File: src/rtl/uart_pkg.sv
// uart_pkg: state encodings and frame constants shared by the UART transmitter and receiver
package uart_pkg;
    typedef enum logic [2:0] {
        S_IDLE,
        S_START,
        S_DATA,
        S_PARITY,
        S_STOP,
        S_BREAK
    } uart_state_t;
    localparam int   DATA_BITS = 8;
    localparam logic RX_IDLE   = 1'b1;
endpackage

File: src/rtl/sync_2ff.sv
// sync_2ff: two-flop synchronizer for a single asynchronous input, with selectable reset value
module sync_2ff #(
    parameter logic RST_VAL = 1'b0
) (
    input  logic clk,
    input  logic rst,
    input  logic d,
    output logic q
);
    logic meta_q, sync_q;
    always_ff @(posedge clk) begin
        if (rst) begin
            meta_q <= RST_VAL;
            sync_q <= RST_VAL;
        end else begin
            meta_q <= d;
            sync_q <= meta_q;
        end
    end
    assign q = sync_q;
endmodule

File: src/rtl/uart_receiver.sv
// uart_receiver: 8N1 UART receive stage with one-entry holding register and error pulses
// Defining UART_RX_PARITY_EN adds a parity bit after data bit 7 and the parity_err port.
module uart_receiver
    import uart_pkg::*;
#(
    parameter int CLKS_PER_BIT = 16,
    parameter bit PARITY_ODD   = 1'b0
) (
    input  logic       clk,
    input  logic       rst,
    input  logic       rx,
    input  logic       read_en,
    output logic [7:0] data_out,
    output logic       valid,
    output logic       frame_err,
    output logic       overrun
`ifdef UART_RX_PARITY_EN
    ,
    output logic       parity_err
`endif
);
    localparam int             CW   = $clog2(CLKS_PER_BIT);
    localparam logic [CW-1:0]  MID  = CW'(CLKS_PER_BIT / 2 - 1);
    localparam logic [CW-1:0]  LAST = CW'(CLKS_PER_BIT - 1);

    logic        rx_s;
    uart_state_t state_q, state_d;
    logic [CW-1:0] cnt_q, cnt_d;
    logic [2:0]  idx_q, idx_d;
    logic [7:0]  sr_q, sr_d, data_q, data_d;
    logic        valid_q, valid_d, frame_err_q, frame_err_d, overrun_q, overrun_d;
    logic        done, par_ok;

    sync_2ff #(.RST_VAL(RX_IDLE)) u_sync (
        .clk(clk),
        .rst(rst),
        .d  (rx),
        .q  (rx_s)
    );

`ifdef UART_RX_PARITY_EN
    logic par_bad_q, par_bad_d, parity_err_q, parity_err_d;
    assign par_ok = !par_bad_q;
    always_ff @(posedge clk) begin
        if (rst) begin
            par_bad_q    <= 1'b0;
            parity_err_q <= 1'b0;
        end else begin
            par_bad_q    <= par_bad_d;
            parity_err_q <= parity_err_d;
        end
    end
    assign parity_err = parity_err_q;
`else
    assign par_ok = 1'b1;
`endif

    always_comb begin
        state_d     = state_q;
        cnt_d       = cnt_q + 1'b1;
        idx_d       = idx_q;
        sr_d        = sr_q;
        done        = 1'b0;
        frame_err_d = 1'b0;
`ifdef UART_RX_PARITY_EN
        par_bad_d    = par_bad_q;
        parity_err_d = 1'b0;
`endif
        case (state_q)
            S_IDLE: begin
                cnt_d   = '0;
                state_d = rx_s ? S_IDLE : S_START;
            end
            S_START: if (cnt_q == MID) begin
                cnt_d   = '0;
                idx_d   = '0;
                state_d = rx_s ? S_IDLE : S_DATA;
            end
            S_DATA: if (cnt_q == LAST) begin
                cnt_d       = '0;
                sr_d[idx_q] = rx_s;
                idx_d       = idx_q + 1'b1;
`ifdef UART_RX_PARITY_EN
                state_d     = (idx_q == 3'(DATA_BITS - 1)) ? S_PARITY : S_DATA;
`else
                state_d     = (idx_q == 3'(DATA_BITS - 1)) ? S_STOP : S_DATA;
`endif
            end
`ifdef UART_RX_PARITY_EN
            S_PARITY: if (cnt_q == LAST) begin
                cnt_d     = '0;
                par_bad_d = rx_s != (^sr_q ^ PARITY_ODD);
                state_d   = S_STOP;
            end
`endif
            S_STOP: if (cnt_q == LAST) begin
                cnt_d       = '0;
                done        = rx_s & par_ok;
                frame_err_d = !rx_s;
                state_d     = rx_s ? S_IDLE : S_BREAK;
`ifdef UART_RX_PARITY_EN
                parity_err_d = par_bad_q;
                par_bad_d    = 1'b0;
`endif
            end
            S_BREAK: begin
                cnt_d   = '0;
                state_d = rx_s ? S_IDLE : S_BREAK;
            end
            default: begin
                cnt_d   = '0;
                state_d = S_IDLE;
            end
        endcase
        // a completing byte wins over a plain read; a full, unread register drops it
        data_d    = (done && (!valid_q || read_en)) ? sr_q : data_q;
        valid_d   = done | (valid_q & ~read_en);
        overrun_d = done & valid_q & ~read_en;
    end

    always_ff @(posedge clk) begin
        if (rst) begin
            state_q     <= S_IDLE;
            cnt_q       <= '0;
            idx_q       <= '0;
            sr_q        <= '0;
            data_q      <= '0;
            valid_q     <= 1'b0;
            frame_err_q <= 1'b0;
            overrun_q   <= 1'b0;
        end else begin
            state_q     <= state_d;
            cnt_q       <= cnt_d;
            idx_q       <= idx_d;
            sr_q        <= sr_d;
            data_q      <= data_d;
            valid_q     <= valid_d;
            frame_err_q <= frame_err_d;
            overrun_q   <= overrun_d;
        end
    end

    assign data_out  = data_q;
    assign valid     = valid_q;
    assign frame_err = frame_err_q;
    assign overrun   = overrun_q;
endmodule

File: config.mk
export PLATFORM = sky130hd
export DESIGN_NAME = uart_receiver
export DESIGN_NICKNAME = d
export VERILOG_FILES = /design/src/rtl/uart_pkg.sv /design/src/rtl/sync_2ff.sv /design/src/rtl/uart_receiver.sv
export SDC_FILE = /design/constraint.sdc
export NUM_CORES = 1
export LEC_CHECK = 0
export ABC_AREA = 0
export CORE_MARGIN = 3
export CORE_UTILIZATION = 49
export DETAILED_ROUTE_END_ITERATION = 8
export PLACE_DENSITY = 0.71
export SLEW_MARGIN = 20
export SYNTH_ARGS = -nofsm -noshare
export SYNTH_HDL_FRONTEND = slang
export SYNTH_SLANG_ARGS = --single-unit
File: constraint.sdc
create_clock -name clk -period 1.5 [get_ports clk]
set_input_delay 0.375 -clock clk [delete_from_list [all_inputs] [get_ports clk]]
set_output_delay 0.375 -clock clk [all_outputs]
set_load 0.03 [all_outputs]
# Word-level counts from Yosys, hierarchy flattened
# Index checks and enable logic that the tools add are counted.
word_totals:
  in_bits: 4
  word_cells: 62
  out_inout_bits: 11
  ff_bits: 31
classes:
  n_bitwise: 7
  n_addsub: 2
  n_eq_ne: 10
  n_reduce_logical: 12
  n_lt_le_gt_ge: 2
  muxes: 19
op_table:
  columns: ["cell", "count"]
  rows:
  - ["two-way mux 3 bit", 7]
  - ["one-hot mux 3 bit (5 select lines)", 1]
  - ["== test 3 bit (second input constant)", 3]
  - ["bitwise mux 8 bit", 1]
  - ["two-way mux 4 bit", 2]
  - ["one-hot mux 4 bit (2 select lines)", 1]
  - ["inequality test 2 bit (second input constant)", 3]
  - ["one-hot mux 3 bit (2 select lines)", 1]
  - ["AND reduction 3 bit", 2]
  - ["adder 4 x 1 -> 4 bit (second input constant)", 1]
  - ["== test 4 x 3 -> 1 bit (second input constant)", 1]
  - ["== test 4 bit (second input constant)", 1]
  - ["less-than comparator 3 x 4 -> 1 bit (second input constant)", 1]
  - ["two-way mux 1 bit", 4]
  - ["adder 3 x 1 -> 3 bit (second input constant)", 1]
  - ["bitwise AND 1 bit", 3]
  - ["demux 1 bit (select 3 bit)", 1]
  - ["== test 3 x 1 -> 1 bit (second input constant)", 1]
  - ["== test 3 x 2 -> 1 bit (second input constant)", 1]
  - [">= comparator 3 x 1 -> 1 bit (second input constant)", 1]
  - ["zero test 3 bit", 1]
  - ["NOT 1 bit", 3]
  - ["OR reduction 3 bit", 1]
  - ["logical AND 1 bit", 2]
  - ["7 further kinds", 8]

# Logic depth before layout (Yosys ltp)
# Gate-level depths: netlist (run 1).
depth:
  ltp_word: 5
  ltp_mapped: 5
  mapped_depth_nobuf: 5

# Modules after synthesis
# Synthesis (run 1) repeated with hierarchy kept, for this count alone.
hier_totals:
  hier_cells: 144
  hier_area_um2: 1383.8
by_module_without_submodules:
  columns: ["mod", "cells_each", "area_per_inst_um2", "seq_area_each_um2", "instances"]
  rows:
  - ["uart_receiver", 140, 1331.3, 580.6, 1]
  - ["sync_2ff", 4, 52.6, 40.0, 1]

# Worst setup path before layout (run 1)
# Ideal clock, no wire load.
synth_timing:
  path_type: "register to register"
  start: "register cnt_q[0]"
  end: "register state_q[0]"
  required_time_ns: 1.397
  synth_period_minus_slack_ns: 1.446
  setup_time_ns: 0.103
  setup_slack_ns: 0.054
  stages_incl_launch_ff: 5
  arrival_time_ns: 1.343
  path_buffers: 0
  path_cell_list: "dfxtp_1 ha_1 and3b_1 o32a_1 a2111oi_2"
synth_via:
  elab_chain_len: 3
  elab_cells_between_ends: 6
  classes_between: "eq/ne: 5; reduce/logical: 1"
synth_rtl:
  columns: ["element", "line_no", "text"]
  rows:
  - ["start, declared", "uart_receiver.sv:28", "logic [CW-1:0] cnt_q, cnt_d;"]
  - ["start signal, assigned", "uart_receiver.sv:133", "cnt_q <= cnt_d;"]
  - ["== test 4 bit / == test 4 x 3 -> 1 bit (equally long branches)", "uart_receiver.sv:79, uart_receiver.sv:96, uart_receiver.sv:74", null]
  - ["inequality test 2 bit (no line)", null, null]
  - ["AND reduction 3 bit (no line) (*)", null, null]
  - ["end signal, assigned", "uart_receiver.sv:132", "state_q <= state_d;"]
  - ["end, declared", "uart_receiver.sv:27", "uart_state_t state_q, state_d;"]
# Mark *: on every way between the ends. The rest lies on a longest branch, timed or not.
# A chain may end at the register's enable or synchronous reset.

# Final worst setup path (run 1)
layout_timing:
  start: "register state_q[0]"
  end: "register sr_q[2]"
layout_via:
  elab_chain_len: 2
layout_rtl:
  columns: ["element", "line_no", "text"]
  rows:
  - ["== test 3 x 2 -> 1 bit", "uart_receiver.sv:69", "case (state_q)"]
  - ["AND reduction 2 bit (no line)", null, null]
  - ["end signal, assigned", "uart_receiver.sv:135", "sr_q <= sr_d;"]
  - ["end, declared", "uart_receiver.sv:30", "logic [7:0] sr_q, sr_d, data_q, data_d;"]
# Every way passes these cells.

==> run metrics, run 1 <==
status complete, but fails checks; failing checks negative setup slack; H-Tree Level Count 2; post-synthesis cell type count 40; FP Rows 18; antenna viol nets, final 0; master cell of the clock root buffer sky130_fd_sc_hd__clkbuf_4; maximum number of pins on one net before global-route repair 14; Final Cell Area 1870 sq um; share of layout cells above drive strength 1 27.8%; most used flip-flop cell after synthesis sky130_fd_sc_hd__dfxtp_1; effective utilization at floorplan 54.5%; Die X-Extent 59.9 microns; number of antenna violations at the first check in global routing 0; count of port buffers added during placement 14; leakage dissipation 0.722 nW; die outline height 59.9 microns; post-route worst setup slack -0.0269 ns; minimum clock period after layout 1.53 ns; Worst slew margin 68.8%; setup slack of the most critical reg-to-reg path -0.03 ns; GRT overflow 0; Setup Viol. Count Final 3; drt wl/cell 14.4 microns; detailed-router iteration count before antenna repair 4; slew at the pin closest to its max-slew limit 0.466 ns; latest clock arrival within the worst-skew pair 0.33 ns; worst path bufs/invs 1; total wire length after detailed routing 3030 microns; worst hold slack across all endpoints 0.420 ns; CTS tree yes; cells taking the most area after synthesis sky130_fd_sc_hd__dfxtp_1 (44%), sky130_fd_sc_hd__mux2i_1 (13%), sky130_fd_sc_hd__nand2_1 (6.3%), sky130_fd_sc_hd__ha_1 (2.6%), sky130_fd_sc_hd__nand2b_1 (2.6%); number of clock sinks 31; asr flop ratio synth 0%; GR Util All Layers 17.9%; vias per std cell 5.42; Synth Cell Area 1420 sq um; maximum fanout count along the critical path 7; post-detailed-route DRC marker count 0; starting DRC count in detailed routing 23; top library cells by usage in the layout, fill and taps aside sky130_fd_sc_hd__dfxtp_1 (26), sky130_fd_sc_hd__nand2_1 (24), sky130_fd_sc_hd__mux2i_1 (19), sky130_fd_sc_hd__buf_4 (19), sky130_fd_sc_hd__dlygate4sd2_1 (11); proportion of power drawn by flip-flops and latches 54.4%; share of the clock period used by the worst path after layout 102%; standard cell area after detailed placement 1720 sq um; cell depth of the worst flop-to-flop path 4; number of flops mapped to enable cells by yosys 0; critical path start-end classification flip-flop to flip-flop; unrepaired setup endpoints after global routing yes; maximum root-to-sink buffer count 2; sequential fraction of the synthesis area 43.6%; Clock power frac 31.8%; switching power as a share of total power 25.5%; growth of design area from synthesis to finish 31.7%; filler instances 201; family with the most delay on the worst path simple AND/OR/NAND/NOR gates; GP Congestion 0.742; hold endpoint u_sync.q$_SDFF_PP1_; antenna diode instance count 0; Critical R2R Launch state_q[0]$_SDFFE_PP0P_; slowest stage cell, crit path sky130_fd_sc_hd__or4b_4; total power consumption of the routed design 1.56 mW; maximum ir drop on the vdd rail 0.000782 V; CP startpoint kind flip-flop; capturing element type of the critical path flip-flop; average size of a mapped cell 9.81 sq um; top cell type's share of synthesized area 43.6%; most frequent standard cell in the layout excluding fill and tap cells sky130_fd_sc_hd__dfxtp_1; gate count of the mapped netlist 145; vias in the first global route 1108; class of the worst hold path flip-flop to flip-flop; DR vias 1138; max-cap violations 0; worst flop-to-flop path endpoint sr_q[2]$_SDFFE_PP0P_; clock tree skew after final layout 0.00943 ns; Detail Placement HPWL 2030 microns; arrival time at the worst endpoint 1.79 ns; nets in the synthesized netlist 152; wire length of the first global-routing pass 4900 microns; Cell Chain, Critical Path buf_6, or4b_4, nor3_4, mux2i_1; area of the placeable core 2610 sq um; TritonCTS buffer count 5; post-synthesis cell type with the largest combined area sky130_fd_sc_hd__dfxtp_1; proportion of power drawn by combinational gates 13.8%; power density cells 834 nW/um^2; number of I/O pins 15; number of cells on the worst hold path 1; Final Hold Viols 0; CTS clock-pin slew for the worst setup and hold paths 0.10 ns; number of nets in the layout 187; data required time at the worst endpoint 1.76 ns; hold wc startpoint u_sync.meta_q$_SDFF_PP1_; Internal Dissipation 1.16 mW; final number of max-transition violations 0; upper clock frequency limit 0.655 GHz; net switching power of the design 0.398 mW; die outline area 3590 sq um; Slowest Stage Delay on Critical Path 0.55 ns; flip-flop and latch count after synthesis 31; total number of yosys warnings 0
[logic make-up after synthesis]
group                    Yosys count  share of synthesized area, %
AO/OA/AOI/OAI                     13                          7.92
XOR/XNOR                           4                          2.46
adder cells (fa/ha/maj)            3                          2.64
buffers and inverters             11                          3.52
flip-flops                        31                          43.6
multiplexers                      19                          13.4
AND/OR/NAND/NOR                   64                          26.5
[power by group through the flow]
stage                     Sequential [mW]  Clock, mW  Combinational [mW]
after global placement              0.868          0               0.169
after floorplan                     0.861          0               0.113
final                               0.850      0.497               0.216
after detailed placement            0.868          0               0.172
after global routing                0.854      0.552               0.234
after CTS                           0.850      0.508               0.174
[how the worst max path moves through the flow]
stage / start / endpoint / slack [ns] / cells past startpoint
6_report: state_q[0]$_SDFFE_PP0P_ / sr_q[2]$_SDFFE_PP0P_ / -0.03 / 4
5_1_grt: state_q[0]$_SDFFE_PP0P_ / sr_q[2]$_SDFFE_PP0P_ / -0.1 / 4
4_1_cts: state_q[0]$_SDFFE_PP0P_ / sr_q[3]$_SDFFE_PP0P_ / -0.02 / 4
3_5_place_dp: read_en / data_out[4]$_SDFFE_PP0P_ / -0.15 / 5
3_3_place_gp: read_en / data_out[4]$_SDFFE_PP0P_ / -0.10 / 5
2_1_floorplan: cnt_q[0]$_SDFF_PP0_ / state_q[0]$_SDFFE_PP0P_ / 0.05 / 4
[registers in the layout, summed over array words and instances (netlist names), 3 cells and up]
name and cells:
state_q 3, idx_q 3, sr_q 8, cnt_q 4, data_out 8
[repair_timing]
item,CTS,global route
resized for setup,14,17
cloned,0,0
hold buffers,0,0
setup buffers,0,3
setup endpoints to repair,29,22
pin swaps,0,4
[cell usage after synthesis, types with 3 or more instances]
| library cell | count |
|---|---|
| sky130_fd_sc_hd__dfxtp_1 | 31 |
| sky130_fd_sc_hd__clkbuf_1 | 3 |
| sky130_fd_sc_hd__nor3_1 | 7 |
| sky130_fd_sc_hd__o21ai_0 | 3 |
| sky130_fd_sc_hd__nor3_2 | 3 |
| sky130_fd_sc_hd__nor2_1 | 4 |
| sky130_fd_sc_hd__buf_2 | 3 |
| sky130_fd_sc_hd__nand2b_1 | 6 |
| sky130_fd_sc_hd__mux2i_1 | 19 |
| sky130_fd_sc_hd__inv_1 | 3 |
| sky130_fd_sc_hd__ha_1 | 3 |
| sky130_fd_sc_hd__nand2_1 | 24 |
[cell type report]
| type | count | area [sq um] | share of cell area, % |
|---|---|---|---|
| Clock buffer | 6 | 51.3 | 2.74 |
| Clock inverter | 1 | 5.00 | 0.267 |
| Inverter | 3 | 11.3 | 0.601 |
| Multi-Input combinational cell | 103 | 825 | 44.0 |
| Sequential cell | 31 | 632 | 33.7 |
| Tap cell | 30 | 37.5 | 2.00 |
| Timing Repair Buffer | 36 | 312 | 16.6 |
[per-layer routing]
layer,wire length (microns),GRT usage (%)
met2,1450,29.3
met1,1450,23.0
met5,0,0
met4,21,5.70
met3,109,4.54
[metrics by stage]
step	TNS (ns)	std cells	setup slack, ns	utilization [%]
final	-0.0517	210	-0.0269	71.7
after global routing	-0.640	210	-0.0987	71.7
after CTS	-0.0596	207	-0.0196	67.8
after detailed placement	-2.08	200	-0.147	65.7
after global placement	-1.45	200	-0.102	65.7
after floorplan	0	145	0.0536	-
Power figures use the tool's default switching activity.
==> run 2: changes to the inputs <==
--- a/config.mk
+++ b/config.mk
@@ -6,7 +6,7 @@
 export NUM_CORES = 1
 export LEC_CHECK = 0
 export ABC_AREA = 0
-export CORE_MARGIN = 3
+export CORE_MARGIN = 1
 export CORE_UTILIZATION = 49
 export DETAILED_ROUTE_END_ITERATION = 8
 export PLACE_DENSITY = 0.71
==> run 2 against run 1 <==
Compared with the run above: the flow now finishes without violations; via count is 2.2% lower; sequential cell count stayed put; clock power is 37% higher; sequential power hardly changed; critical path depth is 3 lower; first-iteration DRC count is 13% lower; clock skew is 0.0020 ns higher; largest cell class unchanged; worst hold slack better by 0.00097 ns; highest routed layer unchanged; register-to-register slack better by 0.097 ns.
==> run metrics, run 2 (synthesis results as in run 1) <==
status completed; unrepaired setup endpoints after global routing yes; CTS tree yes; Cell Chain, Critical Path dlygate4sd2_1; drt wl/cell 14.0 microns (-3.0%); area of the placeable core 2760 sq um (+5.6%); starting DRC count in detailed routing 20 (-13%); Detail Placement HPWL 2110 microns (+4.1%); GR Util All Layers 19.6% (+1.7 points); max-cap violations 0 (unchanged); critical path start-end classification flip-flop to primary output; number of clock sinks 31 (unchanged); worst hold slack across all endpoints 0.421 ns (+0.000969 ns); maximum number of pins on one net before global-route repair 14 (unchanged); Slowest Stage Delay on Critical Path 0.40 ns (-0.15 ns); non-filler cells, final 207 (-1.4%); total power consumption of the routed design 1.72 mW (+10%); class of the worst hold path flip-flop to flip-flop; CTS clock-pin slew for the worst setup and hold paths 0.10 ns (about the same); Cells after DPL 198 (-1.0%); master cell of the clock root buffer sky130_fd_sc_hd__clkbuf_4; post-detailed-route DRC marker count 0 (unchanged); Setup Viol. Count Final 0 (-3); data required time at the worst endpoint 1.12 ns (-0.64 ns); FP Rows 19 (+1); maximum ir drop on the vdd rail 0.000781 V (-0.14%); slowest stage cell, crit path sky130_fd_sc_hd__dlygate4sd2_1; number of nets in the layout 182 (-2.7%); vias in the first global route 1058 (-4.5%); top library cells by usage in the layout, fill and taps aside sky130_fd_sc_hd__dfxtp_1 (25), sky130_fd_sc_hd__nand2_1 (24), sky130_fd_sc_hd__mux2i_1 (19); number of antenna violations at the first check in global routing 0 (unchanged); capturing element type of the critical path primary output; GP Congestion 0.834 (+12%); worst path bufs/invs 1 (unchanged); share of the clock period used by the worst path after layout 96.4% (-5.4 points); die outline height 55.9 microns (-6.7%); growth of design area from synthesis to finish 28.7%; family with the most delay on the worst path buffers and inverters; total negative setup slack 0 ns (+0.0517 ns); count of port buffers added during placement 14 (unchanged); final number of max-transition violations 0 (unchanged); post-route worst setup slack 0.0546 ns (+0.0815 ns); die outline area 3120 sq um (-13%); share of layout cells above drive strength 1 26.1% (-1.6 points); Worst slew margin 68.4% (-0.35 points); DR vias 1113 (-2.2%); maximum root-to-sink buffer count 2 (unchanged); slew at the pin closest to its max-slew limit 0.471 ns (+0.00518 ns); CP startpoint kind flip-flop; total wire length after detailed routing 2890 microns (-4.4%); TritonCTS buffer count 5 (unchanged); number of I/O pins 15 (unchanged); power density cells 939 nW/um^2 (+13%); clock tree skew after final layout 0.0115 ns (+0.00204 ns); detailed-router iteration count before antenna repair 4 (unchanged); GRT overflow 0 (unchanged); wire length of the first global-routing pass 4800 microns (-2.1%); Final Hold Viols 0 (unchanged); arrival time at the worst endpoint 1.07 ns (-0.72 ns); post-layout util 66.4% (-5.3 points); effective utilization at floorplan 51.6% (-2.9 points); leakage dissipation 0.674 nW (-6.7%); minimum clock period after layout 1.45 ns (-0.0815 ns); standard cell area after detailed placement 1710 sq um (-0.51%); setup slack of the most critical reg-to-reg path 0.07 ns (+0.10 ns); Final Cell Area 1830 sq um (-2.3%); maximum fanout count along the critical path 2 (-5); latest clock arrival within the worst-skew pair 0.33 ns (about the same); antenna viol nets, final 0 (unchanged); Die X-Extent 55.9 microns (-6.7%); vias per std cell 5.38 (-0.78%); H-Tree Level Count 2 (unchanged); upper clock frequency limit 0.692 GHz (+5.6%); antenna diode instance count 0 (unchanged); most frequent standard cell in the layout excluding fill and tap cells sky130_fd_sc_hd__dfxtp_1; Setup WS pre-CTS -0.130 ns (+0.0163 ns)
[run 2: cell types whose count changed in the layout (fill, tap and decap cells not counted), moves of 2 or more]
cell,previous run,this run
sky130_fd_sc_hd__buf_4,19,15
sky130_fd_sc_hd__buf_6,2,0
sky130_fd_sc_hd__clkdlybuf4s15_1,0,2
sky130_fd_sc_hd__dfxtp_2,3,5
sky130_fd_sc_hd__dlygate4sd2_1,11,9
sky130_fd_sc_hd__nor3_4,2,0
[run 2: cell type report]
class,count,area (sq um)
clock inverters,2,35.0
inverters,3,11.3
fillers,232,927
flip-flops and latches,31,631
well taps,31,38.8
repair buffers,31,282
clock buffers,6,51.3
multi-input cells,103,782
[run 2: per-layer routing]
metal | GRT usage (%) | up-vias | routed length [microns]
li1 | - | 566 | -
met1 | 25.6 | 530 | 1410
met2 | 32.2 | 15 | 1380
met3 | 4.65 | 2 | 81
met4 | 6.27 | 0 | 19
met5 | 0 | - | 0
[run 2: power by group]
group / switching, mW / total [mW] / internal (mW)
Combinational: 0.0927 / 0.186 / 0.0931
Clock: 0.287 / 0.681 / 0.394
Sequential: 0.0154 / 0.852 / 0.836
[run 2: what timing repair did]
action                                  4_1_cts  5_1_grt
setup buffers                                 0        2
endpoints found under the setup margin       25       19
gates resized for setup                      15       11
cloned                                        0        0
hold buffers                                  0        0
pin swaps                                     1        1
[run 2: final timing paths]
path,startpoint,endpoint,cells after the start
setup / recovery,valid$_SDFF_PP0_,valid,1
hold / removal,u_sync.meta_q$_SDFF_PP1_,u_sync.q$_SDFF_PP1_,1
setup reg to reg,cnt_q[0]$_SDFF_PP0_,state_q[0]$_SDFFE_PP0P_,4
hold reg to reg,u_sync.meta_q$_SDFF_PP1_,u_sync.q$_SDFF_PP1_,1
